File: src/rtl/rv_fetch_pkg.sv
// Shared types and constants for the instruction fetch unit.
package rv_fetch_pkg;

    localparam int unsigned XLEN             = 32;
    localparam int unsigned INSTR_BYTES      = 4;
    localparam logic [31:0] RESET_PC_DEFAULT = 32'h0000_0000;

    typedef enum logic [0:0] {
        FETCH = 1'b0,
        DRAIN = 1'b1
    } fetch_state_t;

    // Sequential fetch address, wrapping modulo 2^XLEN.
    function automatic logic [XLEN-1:0] pc_inc(input logic [XLEN-1:0] pc);
        return pc + XLEN'(INSTR_BYTES);
    endfunction

endpackage

File: src/rtl/fetch_resp_fifo.sv
// Small synchronous FIFO with synchronous flush; used both for fetched
// responses {pc, instr} and for the queue of PCs awaiting a response.
module fetch_resp_fifo #(
    parameter int unsigned WIDTH = 64,
    parameter int unsigned DEPTH = 2,
    parameter int unsigned CW    = $clog2(DEPTH) + 1
) (
    input  logic             clk,
    input  logic             reset,
    input  logic             flush,
    input  logic             push,
    input  logic [WIDTH-1:0] push_data,
    input  logic             pop,
    output logic [WIDTH-1:0] head_data,
    output logic             empty,
    output logic [CW-1:0]    count
);

    localparam int unsigned AW = $clog2(DEPTH);

    logic [WIDTH-1:0] mem_r [DEPTH];
    logic [AW-1:0]    wr_ptr_r;
    logic [AW-1:0]    rd_ptr_r;
    logic [CW-1:0]    count_r;
    logic             full_s;
    logic             do_pop_s;
    logic             do_push_s;

    assign full_s    = (count_r == CW'(DEPTH));
    assign empty     = (count_r == CW'(0));
    assign count     = count_r;
    assign head_data = mem_r[rd_ptr_r];
    assign do_pop_s  = pop & ~empty;
    // A full FIFO still accepts a push when the head leaves in the same cycle.
    assign do_push_s = push & (~full_s | do_pop_s);

    // Storage, pointers and occupancy; flush empties without touching storage.
    always_ff @(posedge clk or posedge reset) begin
        if (reset) begin
            for (int i = 0; i < int'(DEPTH); i++) begin
                mem_r[i] <= '0;
            end
            wr_ptr_r <= AW'(0);
            rd_ptr_r <= AW'(0);
            count_r  <= CW'(0);
        end else if (flush) begin
            wr_ptr_r <= AW'(0);
            rd_ptr_r <= AW'(0);
            count_r  <= CW'(0);
        end else begin
            if (do_push_s) begin
                mem_r[wr_ptr_r] <= push_data;
                wr_ptr_r        <= wr_ptr_r + AW'(1);
            end
            if (do_pop_s) begin
                rd_ptr_r <= rd_ptr_r + AW'(1);
            end
            case ({do_push_s, do_pop_s})
                2'b10:   count_r <= count_r + CW'(1);
                2'b01:   count_r <= count_r - CW'(1);
                default: count_r <= count_r;
            endcase
        end
    end

endmodule

File: src/rtl/if_fetch_unit.sv
// Instruction fetch unit: owns the PC, issues credit-limited imem reads and
// hands {instr, pc, pc+4} to IF/ID. Define FETCH_PERF_CNT_EN for perf counters.
module if_fetch_unit
    import rv_fetch_pkg::*;
#(
    parameter logic [31:0] RESET_PC   = RESET_PC_DEFAULT,
    parameter int unsigned FIFO_DEPTH = 2
) (
    input  logic        clk,
    input  logic        reset,
    output logic        imem_req,
    output logic [31:0] imem_addr,
    input  logic        imem_gnt,
    input  logic        imem_rvalid,
    input  logic [31:0] imem_rdata,
    input  logic        redirect_valid,
    input  logic [31:0] redirect_pc,
    output logic        out_valid,
    input  logic        out_ready,
    output logic [31:0] instr_out,
    output logic [31:0] pc_out,
    output logic [31:0] pcplus4_out
`ifdef FETCH_PERF_CNT_EN
    ,
    output logic [31:0] perf_stall_cycles,
    output logic [31:0] perf_redirects
`endif
);

    localparam int unsigned CW = $clog2(FIFO_DEPTH) + 1;

    fetch_state_t  state_r;
    fetch_state_t  state_s;
    logic [31:0]   fetch_pc_r;
    logic [31:0]   fetch_pc_s;
    logic [CW-1:0] discard_r;
    logic [CW-1:0] discard_s;
    logic [CW-1:0] inflight_s;
    logic [CW-1:0] resp_count_s;
    logic [CW-1:0] pend_count_s;
    logic [CW:0]   credit_sum_s;
    logic          credit_s;
    logic          resp_empty_s;
    logic          pend_empty_s;
    logic [63:0]   resp_head_s;
    logic [31:0]   pend_head_s;
    logic          rsp_push_s;
    logic          out_pop_s;
    logic          issue_s;

    assign credit_sum_s = {1'b0, resp_count_s} + {1'b0, pend_count_s};
    assign credit_s     = (credit_sum_s < (CW + 1)'(FIFO_DEPTH));
    assign issue_s      = imem_req & imem_gnt;
    assign out_pop_s    = ~resp_empty_s & out_ready & ~redirect_valid;

    assign imem_addr    = fetch_pc_r;
    assign out_valid    = ~resp_empty_s;
    assign instr_out    = resp_empty_s ? 32'h0000_0000 : resp_head_s[31:0];
    assign pc_out       = resp_empty_s ? 32'h0000_0000 : resp_head_s[63:32];
    assign pcplus4_out  = resp_empty_s ? 32'h0000_0000 : pc_inc(resp_head_s[63:32]);

    // Addresses of granted requests, oldest first; emptied on redirect.
    fetch_resp_fifo #(.WIDTH(32), .DEPTH(FIFO_DEPTH), .CW(CW)) u_pend_fifo (
        .clk       (clk),
        .reset     (reset),
        .flush     (redirect_valid),
        .push      (issue_s),
        .push_data (fetch_pc_r),
        .pop       (rsp_push_s),
        .head_data (pend_head_s),
        .empty     (pend_empty_s),
        .count     (pend_count_s)
    );

    fetch_resp_fifo #(.WIDTH(64), .DEPTH(FIFO_DEPTH), .CW(CW)) u_resp_fifo (
        .clk       (clk),
        .reset     (reset),
        .flush     (redirect_valid),
        .push      (rsp_push_s),
        .push_data ({pend_head_s, imem_rdata}),
        .pop       (out_pop_s),
        .head_data (resp_head_s),
        .empty     (resp_empty_s),
        .count     (resp_count_s)
    );

    // Fetch state, PC and wrong-path discard counter.
    always_ff @(posedge clk or posedge reset) begin
        if (reset) begin
            state_r    <= FETCH;
            fetch_pc_r <= RESET_PC;
            discard_r  <= CW'(0);
        end else begin
            state_r    <= state_s;
            fetch_pc_r <= fetch_pc_s;
            discard_r  <= discard_s;
        end
    end

    // Next-state, request and response-acceptance logic; redirect overrides all.
    always_comb begin
        state_s    = state_r;
        fetch_pc_s = fetch_pc_r;
        discard_s  = discard_r;
        inflight_s = pend_count_s;
        imem_req   = 1'b0;
        rsp_push_s = 1'b0;
        case (state_r)
            FETCH: begin
                imem_req = credit_s & ~redirect_valid & ~reset;
                if (imem_rvalid && !pend_empty_s) begin
                    inflight_s = pend_count_s - CW'(1);
                    rsp_push_s = ~redirect_valid;
                end else begin
                    inflight_s = pend_count_s;
                end
                if (redirect_valid) begin
                    fetch_pc_s = redirect_pc & 32'hFFFF_FFFC;
                    if (inflight_s != CW'(0)) begin
                        state_s   = DRAIN;
                        discard_s = inflight_s;
                    end else begin
                        state_s   = FETCH;
                        discard_s = CW'(0);
                    end
                end else if (issue_s) begin
                    fetch_pc_s = pc_inc(fetch_pc_r);
                end else begin
                    fetch_pc_s = fetch_pc_r;
                end
            end
            DRAIN: begin
                // Nothing is issued here, so a redirect never adds to discard.
                if (imem_rvalid && (discard_r != CW'(0))) begin
                    discard_s = discard_r - CW'(1);
                end else begin
                    discard_s = discard_r;
                end
                if (discard_s == CW'(0)) begin
                    state_s = FETCH;
                end else begin
                    state_s = DRAIN;
                end
                if (redirect_valid) begin
                    fetch_pc_s = redirect_pc & 32'hFFFF_FFFC;
                end else begin
                    fetch_pc_s = fetch_pc_r;
                end
            end
            default: begin
                state_s   = FETCH;
                discard_s = CW'(0);
            end
        endcase
    end

`ifdef FETCH_PERF_CNT_EN
    logic [31:0] perf_stall_r;
    logic [31:0] perf_redir_r;

    // Stall-cycle and redirect-pulse counters, free-running with wrap.
    always_ff @(posedge clk or posedge reset) begin
        if (reset) begin
            perf_stall_r <= 32'h0000_0000;
            perf_redir_r <= 32'h0000_0000;
        end else begin
            if (out_valid && !out_ready) begin
                perf_stall_r <= perf_stall_r + 32'd1;
            end
            if (redirect_valid) begin
                perf_redir_r <= perf_redir_r + 32'd1;
            end
        end
    end

    assign perf_stall_cycles = perf_stall_r;
    assign perf_redirects    = perf_redir_r;
`else
    // Build without performance counters.
`endif

endmodule

File: config.mk
export PLATFORM = sky130hd
export DESIGN_NAME = if_fetch_unit
export DESIGN_NICKNAME = d
export VERILOG_FILES = /design/src/rtl/rv_fetch_pkg.sv /design/src/rtl/fetch_resp_fifo.sv /design/src/rtl/if_fetch_unit.sv
export SDC_FILE = /design/constraint.sdc
export NUM_CORES = 1
export LEC_CHECK = 0
export CORE_AREA = 2 2 145 147
export DETAILED_ROUTE_END_ITERATION = 8
export DIE_AREA = 0 0 147 149
export DONT_BUFFER_PORTS = 1
export GPL_TIMING_DRIVEN = 0
export PLACE_DENSITY = 0.82
export SLEW_MARGIN = 20
export SYNTH_ARGS = -nofsm -noshare
export SYNTH_HDL_FRONTEND = slang
export SYNTH_SLANG_ARGS = --single-unit
File: constraint.sdc
create_clock -name clk -period 10.7 [get_ports clk]
set_input_delay 2.14 -clock clk [delete_from_list [all_inputs] [get_ports clk]]
set_output_delay 2.14 -clock clk [all_outputs]
set_load 0.02 [all_outputs]
==> results.py, run 1 <==
metrics = {
    "timing": {
        "slew_headroom": 0.3178,
        "clock_skew_ns": 0.02008,
        "setup_tns_ns": 0,
        "max_freq_mhz": 156.6,
        "final_max_slew_viol_count": 0,
        "worst_slew_pin_slew_ns": 1.014,
        "report.final.hold_viol_count": 0,
        "setup_viol_count_final": 0,
        "period_minus_slack_ns": 6.386,
        "min_period_over_period": 0.5968,
        "rsz0062_at_grt": "false",
    },
    "floorplan": {
        "floorplan.initialDensity": 0.5660,
        "die_height_um": 149,
        "fp.coreArea_sq_um": 20560,
        "floorplan.die_area_sq_um": 21900,
        "die_x_um": 147,
        "pin_count": 200,
        "placement_rows": 53,
    },
    "clocking": {
        "tritoncts_clock_tree": "yes",
        "clkTransAtPathRegs_ns": 0.06,
        "cts-htree-levels": 1,
        "cts.repair_timing.setup_buffer_count": 0,
        "cts_num_sinks": 225,
        "holdBufCountCts": 0,
        "worst_skew_pair.late_latency_ns": 0.52,
        "ctsResizeCount": 0,
        "ctsRootBufferMaster": "clkbuf_16",
        "cts_inserted_buffers": 24,
        "clock_tree.buffer_depth": 3,
    },
    "worst_setup_path": {
        "critical_path_arrival_ns": 4.25,
        "setup.reg_to_reg.worst_slack_ns": 7.47,
        "crit-reg2reg-capture": "u_pend_fifo.mem_r[11]",
        "worst-setup-path-type": "register to output port",
        "cp_data_required_time_ns": 8.56,
        "regToRegStartpoint": "u_pend_fifo.count[0]",
        "worstRegToRegCells": 8,
        "timing.critical_path.from_type": "register",
        "crit_path_end_kind": "output port",
        "critical_path_peak_fanout": 10,
    },
    "drt": {
        "dr_wl_met3_um": 2881,
        "routedLengthMet1_um": 12240,
        "highest-signal-layer": "met4",
        "dr_wl_met2_um": 14550,
        "drt_drc_violations_left": 0,
        "number_of_vias_in_the_routed_layout": 8845,
        "route.detailed.wl_per_inst_um": 21.09,
        "dr.pass1.iters": 9,
        "ant_nets": 0,
        "drt-vias-per-instance": 6.151,
        "initialDrtViolationCount": 719,
        "wirelength_um": 30330,
    },
    "synthesis": {
        "synth-simple-area-share": 0.1497,
        "synthesized_area_divided_by_synthesized_cell_count_sq_um": 10.46,
        "ff_latch_count_synth": 225,
        "netlist_instances": 1112,
        "synth_top_cell_by_area": "dfrtp_1",
        "synth_flop_cell": "dfrtp_1",
        "synth_async_sr_flop_share": 1.000,
        "netlist_area_sq_um": 11640,
        "yosysWarnings": 0,
        "ys_seq_area_frac": 0.4839,
        "synth.distinct_cells": 74,
        "synth_adder_area_share": 0.007097,
        "largest_family_of_logic_cells_by_synthesized_area": "multiplexers",
        "synth.top_cells.by_area": "dfrtp_1 (48%), mux2_2 (9.6%), mux2i_1 (7.7%)",
        "synth_top_cells_by_count": "dfrtp_1 (225), nor2_1 (138), mux2_2 (99)",
        "synthXorXnorAreaFrac": 0.01731,
        "synth_compound_area_frac": 0.1012,
        "yosysMostFrequentCell": "dfrtp_1",
        "synthMuxAreaShare": 0.2014,
        "synth_top_area_frac": 0.4839,
        "synth-edff-count": 0,
    },
    "finish": {
        "n_fill_cell": 1611,
        "finish.net_count": 1221,
        "design_area_sq_um": 13020,
        "final_cell_count_no_fill": 1438,
        "antenna_cells_inserted": 0,
        "drive_gt1_frac": 0.1797,
        "layout-area-overhead-vs-synth_pct": 11.92,
    },
    "placed_design": {
        "placed_cells": 1394,
        "post-dp-hpwl_um": 22100,
        "gp_congestion": 0.9761,
        "place.port_buffers": 0,
        "placed_area_sq_um": 12070,
    },
    "global_routing": {
        "overflow": 0,
        "grt.total_usage": 0.2759,
        "grt_first_pass_wirelength_um": 48110,
        "antenna_violations_before_repair": 0,
        "largest_net_degree_at_the_start_of_global_routing": 112,
        "grt_pass1_vias": 8670,
    },
    "power": {
        "power_per_cell_area_nw_per_um2": 266.2,
        "vdd_ir_drop_max_uv": 166.1,
        "power.static_leakage_nw": 5.375,
    },
    "worst_hold_path": {
        "timing.hold.worst_path_depth": 1,
        "timing.hold.worst.start": "u_pend_fifo.mem_r[44]",
        "timing.hold.worst_endpoint": "u_pend_fifo.mem_r[44]",
        "worst_hold_path_type": "register to register",
    },
    "run_status": {
        "outcome": "complete, no violations",
    },
    "run": {
        "max_cap_viol": 0,
    },
}
==> registers in the layout, summed over array words and instances (netlist names), 2 cells and up <==
signal / cells
imem_addr: 30
u_resp_fifo.count: 2
u_resp_fifo.mem_r: 124
u_pend_fifo.mem_r: 60
u_pend_fifo.count: 2
discard_r: 2
==> per-layer routing <==
layer | vias to the layer above | track usage
met3 | 54 | 0.06391
met2 | 445 | 0.4638
met1 | 4326 | 0.3686
met5 | - | 0
met4 | 0 | 0.06394
li1 | 4020 | -
==> worst max-delay path by stage <==
stage,start,end,slack [ns],cells past startpoint
floorplan,reset,discard_r[0],2.40,1
global placement,reset,u_resp_fifo.mem_r[17],0.30,1
detailed placement,redirect_valid,imem_req,4.93,5
CTS,u_resp_fifo.rd_ptr_r,pcplus4_out[30],4.36,10
global route,u_resp_fifo.rd_ptr_r,pcplus4_out[30],4.17,10
finish,u_resp_fifo.rd_ptr_r,pcplus4_out[30],4.31,10
==> cell type report <==
class                      instances  area (sq um)  area share
buffer                            79         410.4     0.03151
clock buffer                      29         670.6     0.05149
clock inverter                    15         284.0     0.02181
inverter                          12         52.55    0.004035
multi-input combinational        801          5577      0.4282
sequential                       225          5630      0.4323
tap                              275         344.1     0.02642
timing repair buffer               2         55.05    0.004227
==> worst max-delay path, stage by stage (launching register included) <==
cell      delay, ns
dfrtp_1        0.34
buf_6          0.16
buf_6          0.16
clkbuf_1       0.64
mux2_2         0.34
ha_1           0.21
inv_1          0.11
a211oi_4       0.46
nand3_2        0.30
o31a_1         0.38
nor3_1         0.64
==> cell usage in the layout (no fill, tap or decap), types with 10 or more instances in the layout <==
cell type,Yosys,routed
nand3_1,27,27
nand4_1,19,19
clkbuf_1,30,31
mux2_1,30,30
mux2_2,99,99
mux2i_1,89,89
dfrtp_1,225,225
buf_2,27,27
nor2_1,138,138
nand2_1,90,90
a21oi_1,65,65
xnor2_1,15,15
a311oi_1,10,10
o21ai_0,65,65
nor3_1,10,10
and3_1,11,11
clkbuf_16,0,25
==> metrics by stage <==
stage | power, W | setup WS, ns | hold slack [ns] | utilization
floorplan | 0.002182 | 2.397 | 0.4496 | -
CTS | 0.003469 | 4.360 | 0.4874 | 0.6335
finish | 0.003467 | 4.314 | 0.4861 | 0.6335
detailed placement | 0.002470 | 4.929 | 0.4728 | 0.5871
global placement | 0.002402 | 0.2986 | 0.4608 | 0.5837
global route | 0.003655 | 4.174 | 0.5089 | 0.6335
==> cells by family (layout without fill, tap and decap cells) <==
family / after synthesis / count (layout)
simple gates: 353 / 353
buf+inv: 91 / 137
xor+xnor: 23 / 23
flops: 225 / 225
mux: 218 / 218
fa+ha+maj: 6 / 6
compound gates: 195 / 195
other cells: 1 / 6
==> where the power goes <==
part	switching, W	leakage (nW)	internal, W	total [W]
sequential	0.000301	2.78	0.00117	0.00147
combinational	0.000576	2.13	0.000432	0.00101
clock	0.000347	0.470	0.000640	0.000988
total	0.00122	5.37	0.00224	0.00347
No activity file was read; power rests on OpenSTA's default activity.
==> run 2: changes to the inputs <==
clock period = 6.55 ns   (was 10.7 ns; I/O delays follow)
==> run 2 against run 1 <==
  * Die area unchanged
  * Critical path depth is the same
  * Clock skew shrank 0.0079 ns
  * Worst setup slack worse by 3.3 ns
  * Final cell count up 0.42%
  * Total power up 61%
  * Worst hold slack worse by 0.0064 ns
  * Cell area rose by 0.54%
  * Highest routed layer unchanged
  * Via count rose by 1.8%
  * Sequential share of layout area decreased by 0.23 points
  * Combinational power rose by 64%
==> results.py, run 2 (synthesis gave the netlist of run 1 again) <==
metrics = {
    "power": {
        "cellInternalPower_w": 0.003575,
        "p_seq_frac": 0.431,
        "power_per_cell_area_nw_per_um2": 426.3,
        "share_comb_of_total_power": 0.298,
        "power_switching_share": 0.3596,
        "power.static_leakage_nw": 5.403,
        "design_power_total_w": 0.005582,
        "p_clk_frac": 0.271,
        "vdd_ir_drop_max_uv": 230.1,
        "total_switching_power_w": 0.002007,
    },
    "finish": {
        "antenna_cells_inserted": 0,
        "layout.cells.most_common": "dfrtp_1",
        "n_fill_cell": 1593,
        "final_cell_count_no_fill": 1444,
        "layout_common_cells": "dfrtp_1 (225), nor2_1 (138), mux2_2 (99), nand2_1 (90), mux2i_1 (89)",
        "drive_gt1_frac": 0.1831,
        "finish.net_count": 1227,
        "flip_flop_count_of_the_largest_register_all_copies_and_words_added": 124,
        "layout-area-overhead-vs-synth_pct": 12.53,
        "register_ranked_first_by_flip_flop_count": "u_resp_fifo.mem_r",
        "design_area_sq_um": 13090,
    },
    "placed_design": {
        "placed_cells": 1400,
        "post-dp-hpwl_um": 22840,
        "placed_area_sq_um": 12190,
        "gp_congestion": 0.9757,
        "place.port_buffers": 0,
    },
    "floorplan": {
        "floorplan.initialDensity": 0.5660,
        "pin_count": 200,
        "floorplan.die_area_sq_um": 21900,
        "die_x_um": 147,
        "placement_rows": 53,
        "fp.coreArea_sq_um": 20560,
        "die_height_um": 149,
    },
    "clocking": {
        "tritoncts_clock_tree": "yes",
        "worst_skew_pair.late_latency_ns": 0.52,
        "ctsRootBufferMaster": "clkbuf_16",
        "holdBufCountCts": 0,
        "cts.repair_timing.setup_buffer_count": 0,
        "clkTransAtPathRegs_ns": 0.06,
        "ctsResizeCount": 0,
        "cts_num_sinks": 225,
        "cts_inserted_buffers": 24,
        "clock_tree.buffer_depth": 3,
        "cts-htree-levels": 1,
    },
    "timing": {
        "worst_slew_pin_slew_ns": 1.023,
        "period_minus_slack_ns": 5.564,
        "rsz0062_at_grt": "false",
        "slew_headroom": 0.3121,
        "setup_viol_count_final": 0,
        "setup_tns_ns": 0,
        "min_period_over_period": 0.8495,
        "final_max_slew_viol_count": 0,
        "max_freq_mhz": 179.7,
        "clock_skew_ns": 0.01215,
        "report.final.hold_viol_count": 0,
    },
    "worst_setup_path": {
        "worst-setup-path-type": "register to output port",
        "cp_data_required_time_ns": 5.24,
        "timing.critical_path.from_type": "register",
        "critical_path_peak_fanout": 10,
        "critical_path_arrival_ns": 4.25,
        "crit_path_end_kind": "output port",
    },
    "worst_hold_path": {
        "worst_hold_path_type": "register to register",
    },
    "drt": {
        "initialDrtViolationCount": 747,
        "drt-vias-per-instance": 6.234,
        "ant_nets": 0,
        "number_of_vias_in_the_routed_layout": 9002,
        "dr.pass1.iters": 5,
        "wirelength_um": 31110,
        "drt_drc_violations_left": 0,
        "route.detailed.wl_per_inst_um": 21.54,
    },
    "run_status": {
        "outcome": "complete, no violations",
    },
    "global_routing": {
        "grt_first_pass_wirelength_um": 49290,
        "overflow": 0,
        "antenna_violations_before_repair": 0,
        "largest_net_degree_at_the_start_of_global_routing": 37,
        "grtUsageMet2": 0.4782,
        "globalRoute.busiestLayer": "met2",
        "grt.total_usage": 0.2835,
        "grt_util_met1": 0.3720,
        "grt_pass1_vias": 8998,
        "gr-usage-met3": 0.06391,
    },
    "run": {
        "max_cap_viol": 0,
    },
}
[run 2: routing by layer]
layer	up-vias	wire length, um
met2	504	14810
met3	83	3115
li1	4051	-
met1	4364	12240
met4	0	937
met5	-	0
[run 2: stage by stage]
step           worst slack [ns]  hold WS, ns  utilization
6_report                 0.9860       0.4798       0.6369
5_1_grt                  0.8781       0.5087       0.6369
4_1_cts                   1.062       0.4834       0.6366
3_5_place_dp              1.634       0.4699       0.5931
3_3_place_gp              1.258       0.4604       0.5839
2_1_floorplan             2.302       0.4496            -
[run 2: final timing paths]
check / startpoint / slack (ns) / endpoint / cells after the start
setup / recovery: u_resp_fifo.rd_ptr_r / 0.99 / pcplus4_out[30] / 10
hold / removal: u_resp_fifo.mem_r[59] / 0.48 / u_resp_fifo.mem_r[59] / 2
setup reg to reg: u_pend_fifo.count[0] / 3.41 / u_pend_fifo.mem_r[9] / 8
hold reg to reg: u_resp_fifo.mem_r[59] / 0.48 / u_resp_fifo.mem_r[59] / 2
max in group asynchronous: reset / 4.62 / u_resp_fifo.mem_r[106] / 6
min in group asynchronous: reset / 0.65 / imem_addr[25] / 1
[run 2: layout make-up]
cell class	instances	area [sq um]	share of cell area
Clock inverter	12	191.4	0.01462
Clock buffer	32	701.9	0.05361
Multi-Input combinational cell	801	5577	0.4259
Tap cell	275	344.1	0.02628
Timing Repair Buffer	8	190.2	0.01452
Sequential cell	225	5630	0.4300
Inverter	12	48.80	0.003727
Buffer	79	410.4	0.03134
[run 2: critical path: stages, from the launching register on]
cell and delay, ns:
dfrtp_1 0.35, buf_6 0.16, buf_6 0.16, clkbuf_1 0.64, mux2_2 0.33, ha_1 0.20
inv_1 0.10, a211oi_4 0.47, nand3_2 0.30, o31a_1 0.37, nor3_1 0.64
[run 2: power by group through the flow]
stage               sequential [W]  combinational, W  clock (W)
CTS                        0.00239           0.00166    0.00152
floorplan                  0.00227           0.00130          0
global placement           0.00236           0.00156          0
detailed placement         0.00241           0.00164          0
finish                     0.00241           0.00166    0.00151
global route               0.00247           0.00184    0.00158
==> run 3: changes to the inputs <==
ABC_AREA = 1   (was unset)
CORE_AREA = 2 2 149 151   (was 2 2 145 147)
DIE_AREA = 0 0 151 153   (was 0 0 147 149)
PLACE_DENSITY = 0.84   (was 0.82)
clock period = 4.7 ns   (was 6.55 ns; I/O delays follow)
==> run 3 against run 2 <==
  * Cell area is 4.2% higher
  * Critical path depth up 3
  * Clock skew grew 0.0076 ns
  * Highest routed layer unchanged
  * Count of clock-buffer cells in the layout fell by 1
  * Largest power group is now combinational cells
  * Combinational power grew 120%
  * Routed wire length rose by 14%
  * Flip-flop and latch count stayed put
==> results.py, run 3 <==
metrics = {
    "run_status": {
        "outcome": "complete, no violations",
    },
    "global_routing": {
        "grt.total_usage": 0.3077,
        "antenna_violations_before_repair": 0,
        "largest_net_degree_at_the_start_of_global_routing": 35,
        "grt_first_pass_wirelength_um": 57010,
        "overflow": 0,
        "grt_pass1_vias": 11210,
    },
    "floorplan": {
        "die_x_um": 151,
        "fp.coreArea_sq_um": 21490,
        "die_height_um": 153,
        "floorplan.die_area_sq_um": 23100,
        "pin_count": 200,
        "placement_rows": 54,
        "floorplan.initialDensity": 0.5695,
    },
    "clocking": {
        "cts_num_sinks": 225,
        "cts.repair_timing.setup_buffer_count": 0,
        "clkTransAtPathRegs_ns": 0.07,
        "holdBufCountCts": 0,
        "worst_skew_pair.late_latency_ns": 0.53,
        "cts_inserted_buffers": 24,
        "cts-htree-levels": 1,
        "tritoncts_clock_tree": "yes",
        "ctsResizeCount": 0,
        "ctsRootBufferMaster": "clkbuf_16",
        "clock_tree.buffer_depth": 3,
    },
    "synthesis": {
        "netlist_area_sq_um": 12240,
        "synth_top_cells_by_count": "nand2_1 (661), dfrtp_1 (225), o21ai_0 (189)",
        "synth_async_sr_flop_share": 1.000,
        "yosysMostFrequentCell": "nand2_1",
        "synth_top_area_frac": 0.4601,
        "netlist_instances": 1746,
        "synth_top_cell_by_area": "dfrtp_1",
        "synth.distinct_cells": 36,
        "synth_flop_cell": "dfrtp_1",
        "ys_seq_area_frac": 0.4601,
        "synth.top_cells.by_area": "dfrtp_1 (46%), nand2_1 (20%), o21ai_0 (7.7%)",
        "synth-edff-count": 0,
        "yosysWarnings": 0,
        "synthesized_area_divided_by_synthesized_cell_count_sq_um": 7.008,
        "ff_latch_count_synth": 225,
    },
    "finish": {
        "sequential_cell_area_sq_um": 5630,
        "multi_input_comb_area_sq_um": 5424,
        "drive_gt1_frac": 0.06992,
        "flip_flop_count_of_the_largest_register_all_copies_and_words_added": 124,
        "layout_common_cells": "nand2_1 (661), dfrtp_1 (225), o21ai_0 (189), inv_1 (186), nor2_1 (160)",
        "register_ranked_first_by_flip_flop_count": "u_resp_fifo.mem_r",
        "layout-area-overhead-vs-synth_pct": 11.50,
        "layout.cells.most_common": "nand2_1",
        "n_fill_cell": 1896,
        "final_core_utilization": 0.6350,
        "antenna_cells_inserted": 0,
        "final_cell_count_no_fill": 2082,
        "finish.net_count": 1860,
    },
    "timing": {
        "period_minus_slack_ns": 3.899,
        "max_freq_mhz": 256.4,
        "slew_headroom": 0.5137,
        "min_period_over_period": 0.8297,
        "report.final.hold_viol_count": 0,
        "worst_slew_pin_slew_ns": 0.7295,
        "final.setup.worst_slack_ns": 0.8006,
        "rsz0062_at_grt": "false",
        "setup_tns_ns": 0,
        "clock_skew_ns": 0.01976,
        "setup_viol_count_final": 0,
        "final_max_slew_viol_count": 0,
    },
    "worst_setup_path": {
        "worst-setup-path-type": "register to output port",
        "worstRegToRegCells": 10,
        "slowest_delay_ns": 0.40,
        "worstPathCellList": "clkinv_1 > buf_4 > nand2_1 > nand2_1 > ha_1 > nand2_1 > nor2_1 > nand2_1 > nor2_2 > nand3_1 > nand2_1 > nand2_1 > inv_1",
        "critical_path_peak_fanout": 10,
        "timing.critical_path.from_type": "register",
        "cp_data_required_time_ns": 3.76,
        "critical_path_arrival_ns": 2.96,
        "crit_path_end_kind": "output port",
        "critical-path-top-cell-by-count": "nand2_1",
        "critPathSlowestCell": "dfrtp_1",
    },
    "run": {
        "max_cap_viol": 0,
    },
    "power": {
        "cellInternalPower_w": 0.005045,
        "p_clk_frac": 0.229,
        "p_seq_frac": 0.377,
        "total_switching_power_w": 0.004149,
        "share_comb_of_total_power": 0.394,
        "power.static_leakage_nw": 6.774,
        "power_per_cell_area_nw_per_um2": 673.8,
        "power_switching_share": 0.4513,
        "design_power_total_w": 0.009194,
        "vdd_ir_drop_max_uv": 273.9,
    },
    "drt": {
        "ant_nets": 0,
        "initialDrtViolationCount": 1048,
        "route.detailed.wl_per_inst_um": 17.03,
        "drt-vias-per-instance": 5.525,
        "wirelength_um": 35450,
        "number_of_vias_in_the_routed_layout": 11500,
        "drt_drc_violations_left": 0,
        "dr.pass1.iters": 9,
    },
    "placed_design": {
        "gp_congestion": 0.9488,
        "place.port_buffers": 0,
        "placed_cells": 2038,
        "pre_cts_ws_ns": 1.401,
        "post-dp-hpwl_um": 25770,
    },
    "worst_hold_path": {
        "worst_hold_path_type": "input port to asynchronous set/reset pin",
    },
}
-- run 3: layout make-up --
| class | instances | area share |
|---|---|---|
| buffer | 88 | 0.03540 |
| inverter | 192 | 0.05310 |
| sequential | 225 | 0.4127 |
| tap | 280 | 0.02568 |
| clock buffer | 31 | 0.05044 |
| multi-input combinational | 1246 | 0.3975 |
| clock inverter | 13 | 0.01440 |
| timing repair buffer | 7 | 0.01082 |
-- run 3: layer usage --
metal  global-route usage  routed length, um  up-vias
met5                    0                  0        -
met4               0.1077               1168        0
met3              0.05791               3097       88
met2               0.5000              16560      524
met1               0.4144              14630     5387
li1                     -                  -     5505
-- run 3: critical path: cells and delay by family, from the launching register on --
family	cells	cell delay, ns
fa+ha+maj	1	0.20
buf+inv	3	0.56
flops	1	0.40
simple gates	9	1.28
-- run 3: power groups by stage --
stage | clock [W] | sequential, W | combinational, W
after floorplan | 0 | 0.00329 | 0.00276
after detailed placement | 0 | 0.00346 | 0.00355
after global routing | 0.00220 | 0.00356 | 0.00405
final | 0.00211 | 0.00346 | 0.00363
after CTS | 0.00211 | 0.00345 | 0.00360
after global placement | 0 | 0.00343 | 0.00343
-- run 3: cell families after synthesis --
logic type               Yosys count  synth area share
AO/OA/AOI/OAI                    312            0.1340
XOR/XNOR                           9          0.006442
adder cells (fa/ha/maj)            6          0.006749
buffers and inverters            280           0.09816
flip-flops                       225            0.4601
other                              1         0.0003065
AND/OR/NAND/NOR                  913            0.2942
-- run 3: worst paths after layout --
kind,start,slack [ns],end
max,u_resp_fifo.rd_ptr_r,0.80,pcplus4_out[20]
min,reset,0.34,u_resp_fifo.mem_r[72]
max reg2reg,u_resp_fifo.count[0],1.96,imem_addr[7]
min reg2reg,u_resp_fifo.mem_r[108],0.47,u_resp_fifo.mem_r[108]
max in group asynchronous,reset,3.32,u_pend_fifo.mem_r[40]
min in group clk,u_resp_fifo.mem_r[108],0.47,u_resp_fifo.mem_r[108]
-- run 3: stage by stage --
| step | hold WS (ns) | cell area, sq um |
|---|---|---|
| after global placement | 0.4479 | 12610 |
| after floorplan | 0.4366 | 12260 |
| final | 0.3400 | 13640 |
| after CTS | 0.3492 | 13640 |
| after global routing | 0.3661 | 13640 |
| after detailed placement | 0.4584 | 12760 |
